File: src/rtl/instruction_fetch_pkg.sv
// Shared definitions for the instruction fetch unit: FSM states, the default
// reset fetch address and the word stride.
package instruction_fetch_pkg;

    typedef enum logic [1:0] {
        IDLE,
        RUN,
        FLUSH
    } state_t;

    localparam logic [31:0] RESET_PC_DEFAULT = 32'h0000_0000;
    localparam logic [31:0] WORD_STRIDE      = 32'd4;

    // Force an address onto a word boundary.
    function automatic logic [31:0] word_align(input logic [31:0] addr);
        return addr & ~32'h0000_0003;
    endfunction

endpackage

File: src/rtl/instruction_fetch_fetch_queue.sv
// fetch_queue: DEPTH-entry synchronous FIFO holding {instruction, pc tag}.
// DEPTH must be a power of two so the pointers wrap naturally.
module instruction_fetch_fetch_queue #(
    parameter int unsigned DEPTH = 4,
    parameter int unsigned WIDTH = 64
) (
    input  logic                     clk,
    input  logic                     rst_n,
    input  logic                     clear,
    input  logic                     push,
    input  logic [WIDTH-1:0]         push_data,
    input  logic                     pop,
    output logic [WIDTH-1:0]         head_data,
    output logic                     full,
    output logic                     empty,
    output logic [$clog2(DEPTH):0]   count
);

    localparam int unsigned PW = $clog2(DEPTH);
    localparam logic [PW-1:0] PTR_ONE = PW'(1);
    localparam logic [PW:0]   CNT_ONE = (PW+1)'(1);
    localparam logic [PW:0]   CNT_MAX = (PW+1)'(DEPTH);

    logic [WIDTH-1:0] store [DEPTH];
    logic [PW-1:0]    rd_ptr;
    logic [PW-1:0]    wr_ptr;

    assign head_data = store[rd_ptr];
    assign full      = (count == CNT_MAX);
    assign empty     = (count == '0);

    // Storage, pointers and occupancy; clear drops all entries at once.
    always_ff @(posedge clk or negedge rst_n) begin
        if (!rst_n) begin
            rd_ptr <= '0;
            wr_ptr <= '0;
            count  <= '0;
            for (int unsigned i = 0; i < DEPTH; i++) begin
                store[i] <= '0;
            end
        end else if (clear) begin
            rd_ptr <= '0;
            wr_ptr <= '0;
            count  <= '0;
        end else begin
            if (push) begin
                store[wr_ptr] <= push_data;
                wr_ptr        <= wr_ptr + PTR_ONE;
            end
            if (pop) begin
                rd_ptr <= rd_ptr + PTR_ONE;
            end
            if (push && !pop) begin
                count <= count + CNT_ONE;
            end else if (pop && !push) begin
                count <= count - CNT_ONE;
            end
        end
    end

endmodule

File: src/rtl/instruction_fetch.sv
// instruction_fetch: credit-limited prefetcher feeding an instruction queue.
// Optional macro IFETCH_PC_PLUS8_EN: ins_pc reports fetch address + 8.
module instruction_fetch
    import instruction_fetch_pkg::*;
#(
    parameter logic [31:0] RESET_PC = RESET_PC_DEFAULT,
    parameter int unsigned DEPTH    = 4
) (
    input  logic        clk,
    input  logic        rst_n,
    input  logic        redirect,
    input  logic [31:0] redirect_pc,
    output logic        mem_req,
    output logic [31:0] mem_addr,
    input  logic        mem_gnt,
    input  logic        mem_rvalid,
    input  logic [31:0] mem_rdata,
    output logic        ins_valid,
    input  logic        ins_ready,
    output logic [31:0] ins_data,
    output logic [31:0] ins_pc
);

    localparam int unsigned CW = $clog2(DEPTH) + 1;
    localparam logic [CW-1:0] CNT_ONE   = CW'(1);
    localparam logic [CW:0]   DEPTH_LIM = (CW+1)'(DEPTH);
`ifdef IFETCH_PC_PLUS8_EN
    localparam logic [31:0] PC_TAG_OFS = 32'd8;
`else
    localparam logic [31:0] PC_TAG_OFS = 32'd0;
`endif

    state_t        state;
    logic [31:0]   fetch_pc;
    logic [31:0]   resp_pc;
    logic [CW-1:0] outstanding;
    logic [CW-1:0] discard;
    logic [CW-1:0] q_count;
    logic          q_full;
    logic          q_empty;
    logic [63:0]   q_head;
    logic          accept;
    logic          push;
    logic          pop;
    logic [CW-1:0] out_left;
    logic [CW-1:0] disc_left;

    // Request credit, handshakes and the in-flight counts left after this cycle's response.
    always_comb begin
        mem_req   = (state == RUN) && !redirect && !q_full &&
                    (({1'b0, q_count} + {1'b0, outstanding}) < DEPTH_LIM);
        accept    = mem_req && mem_gnt;
        push      = (state == RUN) && mem_rvalid && !redirect;
        pop       = !q_empty && ins_ready && !redirect;
        out_left  = (mem_rvalid && outstanding != '0) ? outstanding - CNT_ONE : outstanding;
        disc_left = (mem_rvalid && discard != '0) ? discard - CNT_ONE : discard;
    end

    assign mem_addr  = fetch_pc;
    assign ins_valid = !q_empty;
    assign ins_data  = q_head[63:32];
    assign ins_pc    = q_head[31:0];

    // Responses return in order, so resp_pc simply trails fetch_pc; redirect
    // turns everything still in flight into a discard count.
    always_ff @(posedge clk or negedge rst_n) begin
        if (!rst_n) begin
            state       <= IDLE;
            fetch_pc    <= RESET_PC;
            resp_pc     <= RESET_PC;
            outstanding <= '0;
            discard     <= '0;
        end else if (redirect) begin
            fetch_pc    <= word_align(redirect_pc);
            resp_pc     <= word_align(redirect_pc);
            outstanding <= '0;
            case (state)
                IDLE: begin
                    discard <= '0;
                    state   <= RUN;
                end
                RUN: begin
                    discard <= out_left;
                    state   <= (out_left != '0) ? FLUSH : RUN;
                end
                FLUSH: begin
                    discard <= disc_left;
                    state   <= FLUSH;
                end
                default: state <= IDLE;
            endcase
        end else begin
            case (state)
                IDLE: state <= RUN;
                RUN: begin
                    if (accept) begin
                        fetch_pc <= fetch_pc + WORD_STRIDE;
                    end
                    if (push) begin
                        resp_pc <= resp_pc + WORD_STRIDE;
                    end
                    if (accept && !push) begin
                        outstanding <= outstanding + CNT_ONE;
                    end else if (!accept && push) begin
                        outstanding <= out_left;
                    end
                end
                FLUSH: begin
                    discard <= disc_left;
                    if (disc_left == '0) begin
                        state <= RUN;
                    end
                end
                default: state <= IDLE;
            endcase
        end
    end

    instruction_fetch_fetch_queue #(
        .DEPTH(DEPTH),
        .WIDTH(64)
    ) u_fetch_queue (
        .clk       (clk),
        .rst_n     (rst_n),
        .clear     (redirect),
        .push      (push),
        .push_data ({mem_rdata, resp_pc + PC_TAG_OFS}),
        .pop       (pop),
        .head_data (q_head),
        .full      (q_full),
        .empty     (q_empty),
        .count     (q_count)
    );

endmodule

File: config.mk
export PLATFORM = sky130hd
export DESIGN_NAME = instruction_fetch
export DESIGN_NICKNAME = d
export VERILOG_FILES = /design/src/rtl/instruction_fetch_pkg.sv /design/src/rtl/instruction_fetch_fetch_queue.sv /design/src/rtl/instruction_fetch.sv
export SDC_FILE = /design/constraint.sdc
export NUM_CORES = 1
export LEC_CHECK = 0
export CORE_MARGIN = 4
export CORE_UTILIZATION = 50
export CTS_CLUSTER_SIZE = 30
export DETAILED_ROUTE_END_ITERATION = 16
export GPL_ROUTABILITY_DRIVEN = 1
export PLACE_DENSITY = 0.71
export SYNTH_ARGS = -nofsm -noshare
export SYNTH_HDL_FRONTEND = slang
export SYNTH_HIERARCHICAL = 1
export SYNTH_SLANG_ARGS = --single-unit
File: constraint.sdc
create_clock -name clk -period 2.6 [get_ports clk]
set_input_delay 0.52 -clock clk [delete_from_list [all_inputs] [get_ports clk]]
set_output_delay 0.52 -clock clk [all_outputs]
set_load 0.05 [all_outputs]
==> impl_results.html, run 1 <==
<table>
<tr><th>Metric</th><th>Value</th></tr>
<tr><th colspan="2">Critical path</th></tr>
<tr><td>Critical Path Start Type</td><td>flop</td></tr>
<tr><td>FF-to-FF End</td><td>mem_addr[28]$_DFFE_PN0P_</td></tr>
<tr><td>Crit end category</td><td>output port</td></tr>
<tr><td>Source of the worst register-to-register timing path</td><td>u_fetch_queue/count[0]$_DFFE_PN0P_</td></tr>
<tr><td>Critical path data arrival time</td><td>2.02 ns</td></tr>
<tr><td>Number of cells on the worst reg-to-reg path</td><td>8</td></tr>
<tr><td>Worst Setup Path Type</td><td>flop to output port</td></tr>
<tr><td>Setup slack on the worst flop-to-flop path</td><td>0.24 ns</td></tr>
<tr><td>Maximum net fanout on the critical path</td><td>29</td></tr>
<tr><td>CP Data Required Time</td><td>~2.1 ns</td></tr>
<tr><th colspan="2">Hold path</th></tr>
<tr><td>Hold path cells</td><td>2</td></tr>
<tr><td>Hold_sp</td><td>redirect</td></tr>
<tr><td>Tightest Hold Check Type</td><td>input port to flop</td></tr>
<tr><td>Worst Hold End</td><td>u_fetch_queue/count[0]$_DFFE_PN0P_</td></tr>
<tr><th colspan="2">GRT</th></tr>
<tr><td>Global-route wire length before repair</td><td>about 61000 um</td></tr>
<tr><td>Initial antenna violation count</td><td>0</td></tr>
<tr><td>Gr ovfl total</td><td>0</td></tr>
<tr><td>Number of global-route vias before repair</td><td>around 11000</td></tr>
<tr><td>GRT Total Usage</td><td>20.58%</td></tr>
<tr><td>Maximum number of pins on one net before global-route repair</td><td>59</td></tr>
<tr><th colspan="2">Power and ir drop</th></tr>
<tr><td>Sequential cell fraction of total power</td><td>about a third</td></tr>
<tr><td>P_sw</td><td>7.335 mW</td></tr>
<tr><td>Leak Pwr</td><td>9.697 nW</td></tr>
<tr><td>Switching Fraction</td><td>between 30% and 40%</td></tr>
<tr><td>Int Power</td><td>approximately 13 mW</td></tr>
<tr><td>Worst VDD drop</td><td>approximately 0.57 mV</td></tr>
<tr><td>Power density normalized to cell area</td><td>between 1000 and 1500 nW/um^2</td></tr>
<tr><td>Share of power burned in the clock network</td><td>between 20% and 30%</td></tr>
<tr><td>Relative contribution of combinational cells to total power</td><td>between 30 and 40%</td></tr>
<tr><td>Total Power Consumption</td><td>roughly 21 mW</td></tr>
<tr><th colspan="2">Place</th></tr>
<tr><td>Placer congestion estimate</td><td>around 0.85</td></tr>
<tr><td>Cell Count Post-Placement</td><td>1725</td></tr>
<tr><td>Estimated wirelength of the detail-placed design</td><td>25130 um</td></tr>
<tr><td>Total of buffers placed on input and output ports</td><td>163</td></tr>
<tr><th colspan="2">CTS</th></tr>
<tr><td>Sink count of the clock tree</td><td>331</td></tr>
<tr><td>Cell chosen for the clock root</td><td>sky130_fd_sc_hd__clkbuf_16</td></tr>
<tr><td>Clock tree from TritonCTS</td><td>built</td></tr>
<tr><td>Worst-case clock buffer depth</td><td>3</td></tr>
<tr><td>Clock edge transition at the registers on the reported setup and hold paths</td><td>around 0.050 ns</td></tr>
<tr><td>Later-pin clock latency in the skew report</td><td>between 0.5 and 0.6 ns</td></tr>
<tr><td>Post-CTS Setup Bufs</td><td>0</td></tr>
<tr><td>Clock buffers created by TritonCTS</td><td>38</td></tr>
<tr><td>H-tree depth</td><td>2</td></tr>
<tr><th colspan="2">Final layout</th></tr>
<tr><td>Post-synthesis to final-layout area growth</td><td>20.26%</td></tr>
<tr><td>Number of antenna repair diodes</td><td>0</td></tr>
<tr><td>Fraction of final layout cells sized beyond drive strength 1</td><td>between 30% and 40%</td></tr>
<tr><td>Layout net count</td><td>1412</td></tr>
<tr><td>Commonest non-fill, non-tap cell in the layout</td><td>sky130_fd_sc_hd__dfrtp_1</td></tr>
<tr><td>Non-filler instance count after layout</td><td>approximately 1800</td></tr>
<tr><td>FILL cells</td><td>roughly 2500</td></tr>
<tr><td>Commonest cells after routing, fill and taps aside</td><td>sky130_fd_sc_hd__dfrtp_1 (329), sky130_fd_sc_hd__mux2_4 (240), sky130_fd_sc_hd__clkdlybuf4s50_1 (96)</td></tr>
<tr><th colspan="2">Floorplan</th></tr>
<tr><td>Chip Width</td><td>around 190 um</td></tr>
<tr><td>Std cell rows</td><td>66</td></tr>
<tr><td>Starting utilization of the core area</td><td>51.29%</td></tr>
<tr><td>Count of pins on the block boundary</td><td>~170</td></tr>
<tr><td>Die height</td><td>between 150 and 200 um</td></tr>
<tr><td>Area enclosed by the die boundary</td><td>between 30000 and 40000 sq um</td></tr>
<tr><td>Standard cell core area</td><td>~33000 sq um</td></tr>
<tr><th colspan="2">Timing</th></tr>
<tr><td>Maximum frequency from static timing analysis</td><td>around 390 MHz</td></tr>
<tr><td>Unrepaired setup endpoints after global routing</td><td>true</td></tr>
<tr><td>Final setup violation count</td><td>0</td></tr>
<tr><td>Hold violation count in the final report</td><td>0</td></tr>
<tr><td>Post-layout minimum cycle time</td><td>approximately 2.5 ns</td></tr>
<tr><td>Clock tree skew after final layout</td><td>about 0.011 ns</td></tr>
<tr><td>Measured slew at the worst slew-check pin</td><td>around 0.65 ns</td></tr>
<tr><td>Number of max-slew violations in the final report</td><td>0</td></tr>
<tr><td>Max-Slew Margin vs Limit</td><td>a little under three fifths</td></tr>
<tr><td>Fin crit share</td><td>a little under 100%</td></tr>
<tr><th colspan="2">Route</th></tr>
<tr><td>DR DRC count</td><td>0</td></tr>
<tr><td>Final Routed Wirelength</td><td>between 30000 and 40000 um</td></tr>
<tr><td>First drt pass iteration count</td><td>5</td></tr>
<tr><td>Residual antenna-violating net count after detailed routing</td><td>0</td></tr>
<tr><td>Starting DRC count in detailed routing</td><td>approximately 480</td></tr>
<tr><td>Via count</td><td>~10000</td></tr>
<tr><td>Average detailed-routed wire length per instance</td><td>approximately 21 um</td></tr>
<tr><td>Vias per cell</td><td>about 5.6</td></tr>
<tr><th colspan="2">Yosys</th></tr>
<tr><td>Proportion of netlist area held by the largest area contributor</td><td>about half</td></tr>
<tr><td>Ys Warns</td><td>6</td></tr>
<tr><td>Gate Count Post-Synth</td><td>1124</td></tr>
<tr><td>Top cells by area, synth</td><td>sky130_fd_sc_hd__dfrtp_1 (49%), sky130_fd_sc_hd__mux2_4 (21%), sky130_fd_sc_hd__mux4_2 (8.6%), sky130_fd_sc_hd__buf_12 (3.0%), sky130_fd_sc_hd__mux2_2 (1.7%)</td></tr>
<tr><td>Share of async-settable or async-resettable flops after synthesis</td><td>100.0%</td></tr>
<tr><td>Top cell type by total area after synthesis</td><td>sky130_fd_sc_hd__dfrtp_1</td></tr>
<tr><td>Flip-flop and latch count after synthesis</td><td>about 330</td></tr>
<tr><td>Synthesized area</td><td>roughly 17000 sq um</td></tr>
<tr><td>Part of the Yosys area used for sequential elements</td><td>roughly half</td></tr>
<tr><td>Main synth FF type</td><td>sky130_fd_sc_hd__dfrtp_1</td></tr>
<tr><td>Number of synthesized flops with an enable pin</td><td>0</td></tr>
<tr><td>Avg Synthesized Cell Area</td><td>~15 sq um</td></tr>
<tr><td>Number of distinct library cells after synthesis</td><td>between 60 and 70</td></tr>
<tr><th colspan="2">Run</th></tr>
<tr><td>Maxcap violations</td><td>0</td></tr>
<tr><th colspan="2">Run status</th></tr>
<tr><td>Result of the run</td><td>finished clean</td></tr>
</table>
## synth_stat cells, types with 14 or more instances
master	count
sky130_fd_sc_hd__xnor2_1	18
sky130_fd_sc_hd__ha_1	17
sky130_fd_sc_hd__nor2_1	29
sky130_fd_sc_hd__inv_1	21
sky130_fd_sc_hd__o21ai_0	52
sky130_fd_sc_hd__dfrtp_1	331
sky130_fd_sc_hd__xor2_1	21
sky130_fd_sc_hd__nand2_1	60
sky130_fd_sc_hd__o211ai_1	14
sky130_fd_sc_hd__mux2_4	240
sky130_fd_sc_hd__nand4_1	18
sky130_fd_sc_hd__mux4_2	64
sky130_fd_sc_hd__buf_12	25
sky130_fd_sc_hd__nand3_1	31
sky130_fd_sc_hd__mux2_2	26
sky130_fd_sc_hd__clkbuf_1	15
## worst max-delay path, cell delays in order, from the launching register on
cell                      delay, ns
sky130_fd_sc_hd__dfrtp_4       0.47
sky130_fd_sc_hd__buf_16        0.26
sky130_fd_sc_hd__mux4_2        0.58
sky130_fd_sc_hd__buf_6         0.18
## sequential cells by signal, summed over array words and instances, names as in the netlist
signal                cells
discard                   3
outstanding               3
state                     2
u_fetch_queue/wr_ptr      2
u_fetch_queue/store     256
resp_pc                  30
mem_addr                 30
u_fetch_queue/count       3
u_fetch_queue/rd_ptr      2
## how the worst max path moves through the flow
stage / from / end / slack [ns] / cells after the start
3_3_place_gp: mem_rvalid / resp_pc[23]$_DFFE_PN0P_ / 0.05 / 6
2_1_floorplan: redirect / u_fetch_queue/count[2]$_DFFE_PN0P_ / 0.01 / 10
4_1_cts: u_fetch_queue/rd_ptr[0]$_DFFE_PN0P_ / ins_pc[13] / 0.004 / 3
5_1_grt: u_fetch_queue/rd_ptr[0]$_DFFE_PN0P_ / ins_pc[13] / -0.03 / 3
6_report: u_fetch_queue/rd_ptr[0]$_DFFE_PN0P_ / ins_data[3] / 0.06 / 3
3_5_place_dp: mem_rvalid / resp_pc[23]$_DFFE_PN0P_ / -0.008 / 6
## through the flow
stage	setup WS [ns]	TNS [ns]	utilization (%)	hold slack [ns]	area, sq um
5_1_grt	-0.02854	-0.1223	61.68	0.3327	20270
4_1_cts	0.004333	0	61.35	0.3050	20160
2_1_floorplan	0.01024	0	-	0.2244	16890
6_report	0.06319	0	61.68	0.3355	20270
3_5_place_dp	-0.007892	-0.007892	57.33	0.4716	18840
3_3_place_gp	0.05175	0	57.33	0.4671	18840
## cell families after synthesis
logic type	share of synthesized area [%]
mux	31.84
compound gates	4.149
fa+ha+maj	1.381
buf+inv	4.595
flops	49.14
xor+xnor	2.026
simple gates	6.844
other cells	0.02225
## metal layers
layer,share of wire [%],vias to the layer above,global-route usage [%],routed length [um]
li1,-,4532,-,-
met1,47,5287,30.20,17470
met2,48,258,33.17,17860
met3,4.1,44,3.017,1542
met4,1.6,0,4.116,603
met5,0,-,0,0
## power by group through the flow
stage          sequential (mW)  clock (mW)  combinational [mW]
2_1_floorplan             7.11           0                5.65
3_3_place_gp              7.08           0                7.82
3_5_place_dp              7.13           0                7.96
4_1_cts                   7.08        5.58                8.00
5_1_grt                   7.23        5.83                8.57
6_report                  7.10        5.43                8.12
## area by class of cell
type | count | area, sq um | share of cell area [%]
clock buffers | 57 | 1124 | 5.543
clock inverters | 11 | 163.9 | 0.8086
multi-input cells | 717 | 7863 | 38.79
flip-flops and latches | 331 | 8288 | 40.89
well taps | 442 | 553.0 | 2.728
inverters | 21 | 78.83 | 0.3889
repair buffers | 215 | 2201 | 10.86
## what timing repair did
item	CTS	global route
gates resized for setup	5	26
endpoints found under the hold margin	44	0
hold buffers	1	0
gates cloned	0	0
endpoints found under the setup margin	17	41
Power figures use the tool's default switching activity.
==> inputs of run 2 (changes only) <==
==> constraint.sdc (replaced) <==
create_clock -name clk -period 2.9 [get_ports clk]
set_input_delay 0.58 -clock clk [delete_from_list [all_inputs] [get_ports clk]]
set_output_delay 0.58 -clock clk [all_outputs]
set_load 0.05 [all_outputs]
==> run 2 against run 1 <==
Compared with the run above: sequential share of layout area increased by 0.33 points; combinational power shrank 14%; die area did not move; critical endpoint is now ins_data[7]; routed wire length shrank 0.85%; sequential cell count unchanged; highest routed layer unchanged; design area down 0.79%; clock-buffer cell count fell by 2; worst setup slack improved by 0.11 ns; critical path depth stayed put; sequential power shrank 10%; critical path type unchanged; non-clock buffer count unchanged; power decreased by 13%.
==> impl_results.html, run 2 (synthesis results as in run 1) <==
<table>
<tr><th>Metric</th><th>Value</th></tr>
<tr><th colspan="2">Final layout</th></tr>
<tr><td>Sequential cell area</td><td>8288 sq um (unchanged)</td></tr>
<tr><td>Layout net count</td><td>1412 (unchanged)</td></tr>
<tr><td>Fraction of final layout cells sized beyond drive strength 1</td><td>38.99% (was 39.20%)</td></tr>
<tr><td>Non-filler instance count after layout</td><td>1786 (was 1794)</td></tr>
<tr><td>Utilization after layout</td><td>61.19% (was 61.68%)</td></tr>
<tr><td>Max FFs per register</td><td>256 (unchanged)</td></tr>
<tr><td>Commonest non-fill, non-tap cell in the layout</td><td>sky130_fd_sc_hd__dfrtp_1 (unchanged)</td></tr>
<tr><td>Number of antenna repair diodes</td><td>0 (unchanged)</td></tr>
<tr><td>Largest Register</td><td>u_fetch_queue/store (unchanged)</td></tr>
<tr><td>Area taken by multi-input logic gates</td><td>7833 sq um (was 7863 sq um)</td></tr>
<tr><td>Post-synthesis to final-layout area growth</td><td>19.31% (was 20.26%)</td></tr>
<tr><td>Commonest cells after routing, fill and taps aside</td><td>sky130_fd_sc_hd__dfrtp_1 (329), sky130_fd_sc_hd__mux2_4 (240), sky130_fd_sc_hd__clkdlybuf4s50_1 (96) (unchanged)</td></tr>
<tr><td>FILL cells</td><td>2540 (was 2502)</td></tr>
<tr><th colspan="2">Critical path</th></tr>
<tr><td>Critical Path Start Type</td><td>flop (unchanged)</td></tr>
<tr><td>Maximum net fanout on the critical path</td><td>14 (was 29)</td></tr>
<tr><td>Critical path data arrival time</td><td>2.14 ns (was 2.02 ns)</td></tr>
<tr><td>Peak per-stage delay on the critical path</td><td>0.58 ns (about the same)</td></tr>
<tr><td>CP Data Required Time</td><td>2.32 ns (was 2.08 ns)</td></tr>
<tr><td>Most frequent cell on the critical path</td><td>sky130_fd_sc_hd__buf_4</td></tr>
<tr><td>Crit end category</td><td>output port (unchanged)</td></tr>
<tr><td>Source of the worst register-to-register timing path</td><td>state[1]$_DFFE_PN0P_ (was u_fetch_queue/count[0]$_DFFE_PN0P_)</td></tr>
<tr><td>Worst Setup Path Type</td><td>flop to output port (unchanged)</td></tr>
<tr><td>Worst setup startpoint</td><td>u_fetch_queue/rd_ptr[0]$_DFFE_PN0P_ (unchanged)</td></tr>
<tr><td>Series of cell instances along the critical path</td><td>buf_4, mux4_2, buf_4 (was buf_16, mux4_2, buf_6)</td></tr>
<tr><td>Library cell contributing the largest single delay on the critical path</td><td>sky130_fd_sc_hd__dfrtp_4 (was sky130_fd_sc_hd__mux4_2)</td></tr>
<tr><th colspan="2">Timing</th></tr>
<tr><td>Final worst setup slack</td><td>0.1778 ns (was 0.06319 ns)</td></tr>
<tr><td>Clock tree skew after final layout</td><td>0.009569 ns (was 0.01116 ns)</td></tr>
<tr><td>Fin crit share</td><td>between 90% and 100%</td></tr>
<tr><td>Max-Slew Margin vs Limit</td><td>29.49% (was 56.60%)</td></tr>
<tr><td>Measured slew at the worst slew-check pin</td><td>1.054 ns (was 0.6503 ns)</td></tr>
<tr><td>Unrepaired setup endpoints after global routing</td><td>false (was true)</td></tr>
<tr><td>Hold violation count in the final report</td><td>0 (unchanged)</td></tr>
<tr><td>Number of max-slew violations in the final report</td><td>0 (unchanged)</td></tr>
<tr><td>Post-layout minimum cycle time</td><td>2.722 ns</td></tr>
<tr><td>Setup TNS</td><td>0 ns (unchanged)</td></tr>
<tr><td>Final setup violation count</td><td>0 (unchanged)</td></tr>
<tr><td>Maximum frequency from static timing analysis</td><td>~370 MHz</td></tr>
<tr><th colspan="2">Floorplan</th></tr>
<tr><td>Starting utilization of the core area</td><td>51.29% (unchanged)</td></tr>
<tr><td>Area enclosed by the die boundary</td><td>36710 sq um (unchanged)</td></tr>
<tr><td>Count of pins on the block boundary</td><td>168 (unchanged)</td></tr>
<tr><td>Die height</td><td>191.6 um (unchanged)</td></tr>
<tr><td>Standard cell core area</td><td>32870 sq um (unchanged)</td></tr>
<tr><td>Chip Width</td><td>191.6 um (unchanged)</td></tr>
<tr><td>Std cell rows</td><td>66 (unchanged)</td></tr>
<tr><th colspan="2">GRT</th></tr>
<tr><td>Number of global-route vias before repair</td><td>10800 (was 10990)</td></tr>
<tr><td>GRT Total Usage</td><td>20.56% (was 20.58%)</td></tr>
<tr><td>Gr ovfl total</td><td>0 (unchanged)</td></tr>
<tr><td>Global-route wire length before repair</td><td>60690 um (was 60890 um)</td></tr>
<tr><td>Initial antenna violation count</td><td>0 (unchanged)</td></tr>
<tr><td>Maximum number of pins on one net before global-route repair</td><td>85 (was 59)</td></tr>
<tr><th colspan="2">CTS</th></tr>
<tr><td>Cell chosen for the clock root</td><td>sky130_fd_sc_hd__clkbuf_16 (unchanged)</td></tr>
<tr><td>Sink count of the clock tree</td><td>331 (unchanged)</td></tr>
<tr><td>H-tree depth</td><td>2 (unchanged)</td></tr>
<tr><td>Number of gates resized after CTS</td><td>0 (was 5)</td></tr>
<tr><td>Hold bufs inserted after CTS</td><td>0 (was 1)</td></tr>
<tr><td>Clock buffers created by TritonCTS</td><td>38 (unchanged)</td></tr>
<tr><td>Clock tree from TritonCTS</td><td>built (unchanged)</td></tr>
<tr><td>Worst-case clock buffer depth</td><td>3 (unchanged)</td></tr>
<tr><td>Post-CTS Setup Bufs</td><td>0 (unchanged)</td></tr>
<tr><td>Clock edge transition at the registers on the reported setup and hold paths</td><td>0.06 ns (was 0.05 ns)</td></tr>
<tr><td>Later-pin clock latency in the skew report</td><td>0.52 ns (was 0.51 ns)</td></tr>
<tr><th colspan="2">Route</th></tr>
<tr><td>Final Routed Wirelength</td><td>37160 um (was 37480 um)</td></tr>
<tr><td>DR DRC count</td><td>0 (unchanged)</td></tr>
<tr><td>Vias per cell</td><td>5.637 (was 5.642)</td></tr>
<tr><td>Average detailed-routed wire length per instance</td><td>20.81 um (was 20.89 um)</td></tr>
<tr><td>Starting DRC count in detailed routing</td><td>570 (was 484)</td></tr>
<tr><td>Via count</td><td>10070 (was 10120)</td></tr>
<tr><td>First drt pass iteration count</td><td>4 (was 5)</td></tr>
<tr><td>Residual antenna-violating net count after detailed routing</td><td>0 (unchanged)</td></tr>
<tr><th colspan="2">Power and ir drop</th></tr>
<tr><td>Worst VDD drop</td><td>0.5199 mV (was 0.5665 mV)</td></tr>
<tr><td>Total Power Consumption</td><td>18.05 mW (was 20.65 mW)</td></tr>
<tr><td>Power density normalized to cell area</td><td>897.5 nW/um^2 (was 1019 nW/um^2)</td></tr>
<tr><td>Leak Pwr</td><td>9.649 nW (was 9.697 nW)</td></tr>
<tr><th colspan="2">Place</th></tr>
<tr><td>Total of buffers placed on input and output ports</td><td>163 (unchanged)</td></tr>
<tr><td>Placer congestion estimate</td><td>0.8582 (was 0.8525)</td></tr>
<tr><td>Minimum setup slack after placement</td><td>0.1731 ns (was -0.007892 ns)</td></tr>
<tr><td>Cell Count Post-Placement</td><td>1718 (was 1725)</td></tr>
<tr><td>Estimated wirelength of the detail-placed design</td><td>24880 um (was 25130 um)</td></tr>
<tr><th colspan="2">Run</th></tr>
<tr><td>Maxcap violations</td><td>0 (unchanged)</td></tr>
<tr><th colspan="2">Hold path</th></tr>
<tr><td>Tightest Hold Check Type</td><td>input port to asynchronous set/reset pin (was input port to flop)</td></tr>
<tr><th colspan="2">Run status</th></tr>
<tr><td>Result of the run</td><td>finished clean (unchanged)</td></tr>
</table>
## run 2: metal layers
layer  vias to the layer above  global-route usage [%]  routed length, um
li1                       4530                       -                  -
met1                      5240                   29.92              17040
met2                       252                   32.86              17680
met3                        46                   3.253               1724
met4                         0                   4.779                708
met5                         -                       0                  0
## run 2: through the flow
step / hold slack (ns) / instance area [sq um]
6_report: 0.08839 / 20110
5_1_grt: 0.1292 / 20110
4_1_cts: 0.1107 / 20050
3_5_place_dp: 0.4869 / 18840
3_3_place_gp: 0.4835 / 18840
2_1_floorplan: 0.2844 / 16890
## run 2: worst max-delay path: cells and delay by family, from the launching register on
kind	cells	cell delay [ns]
buffers and inverters	2	0.49
muxes	1	0.54
DFF	1	0.58
## run 2: where the power goes
group / internal (mW) / switching, mW
sequential: 5.60 / 0.775
combinational: 3.14 / 3.88
clock: 2.83 / 1.81
## run 2: final cells by class
| class | instances | area share [%] |
|---|---|---|
| flip-flops and latches | 331 | 41.21 |
| well taps | 442 | 2.750 |
| repair buffers | 215 | 10.68 |
| multi-input cells | 717 | 38.95 |
| clock inverters | 5 | 0.2613 |
| clock buffers | 55 | 5.761 |
| inverters | 21 | 0.3920 |
## run 2: path summary, 6_finish.rpt
kind | depth (start not counted) | to | slack (ns)
max in group asynchronous | 2 | u_fetch_queue/store[233]$_DFFE_PN0P_ | 2.06
worst min register to register | 1 | u_fetch_queue/store[64]$_DFFE_PN0P_ | 0.50
worst max-delay path | 3 | ins_data[7] | 0.18
worst min-delay path | 1 | u_fetch_queue/store[252]$_DFFE_PN0P_ | 0.09
min in group clk | 2 | u_fetch_queue/wr_ptr[1]$_DFFE_PN0P_ | 0.42
worst max register to register | 9 | u_fetch_queue/store[197]$_DFFE_PN0P_ | 0.36
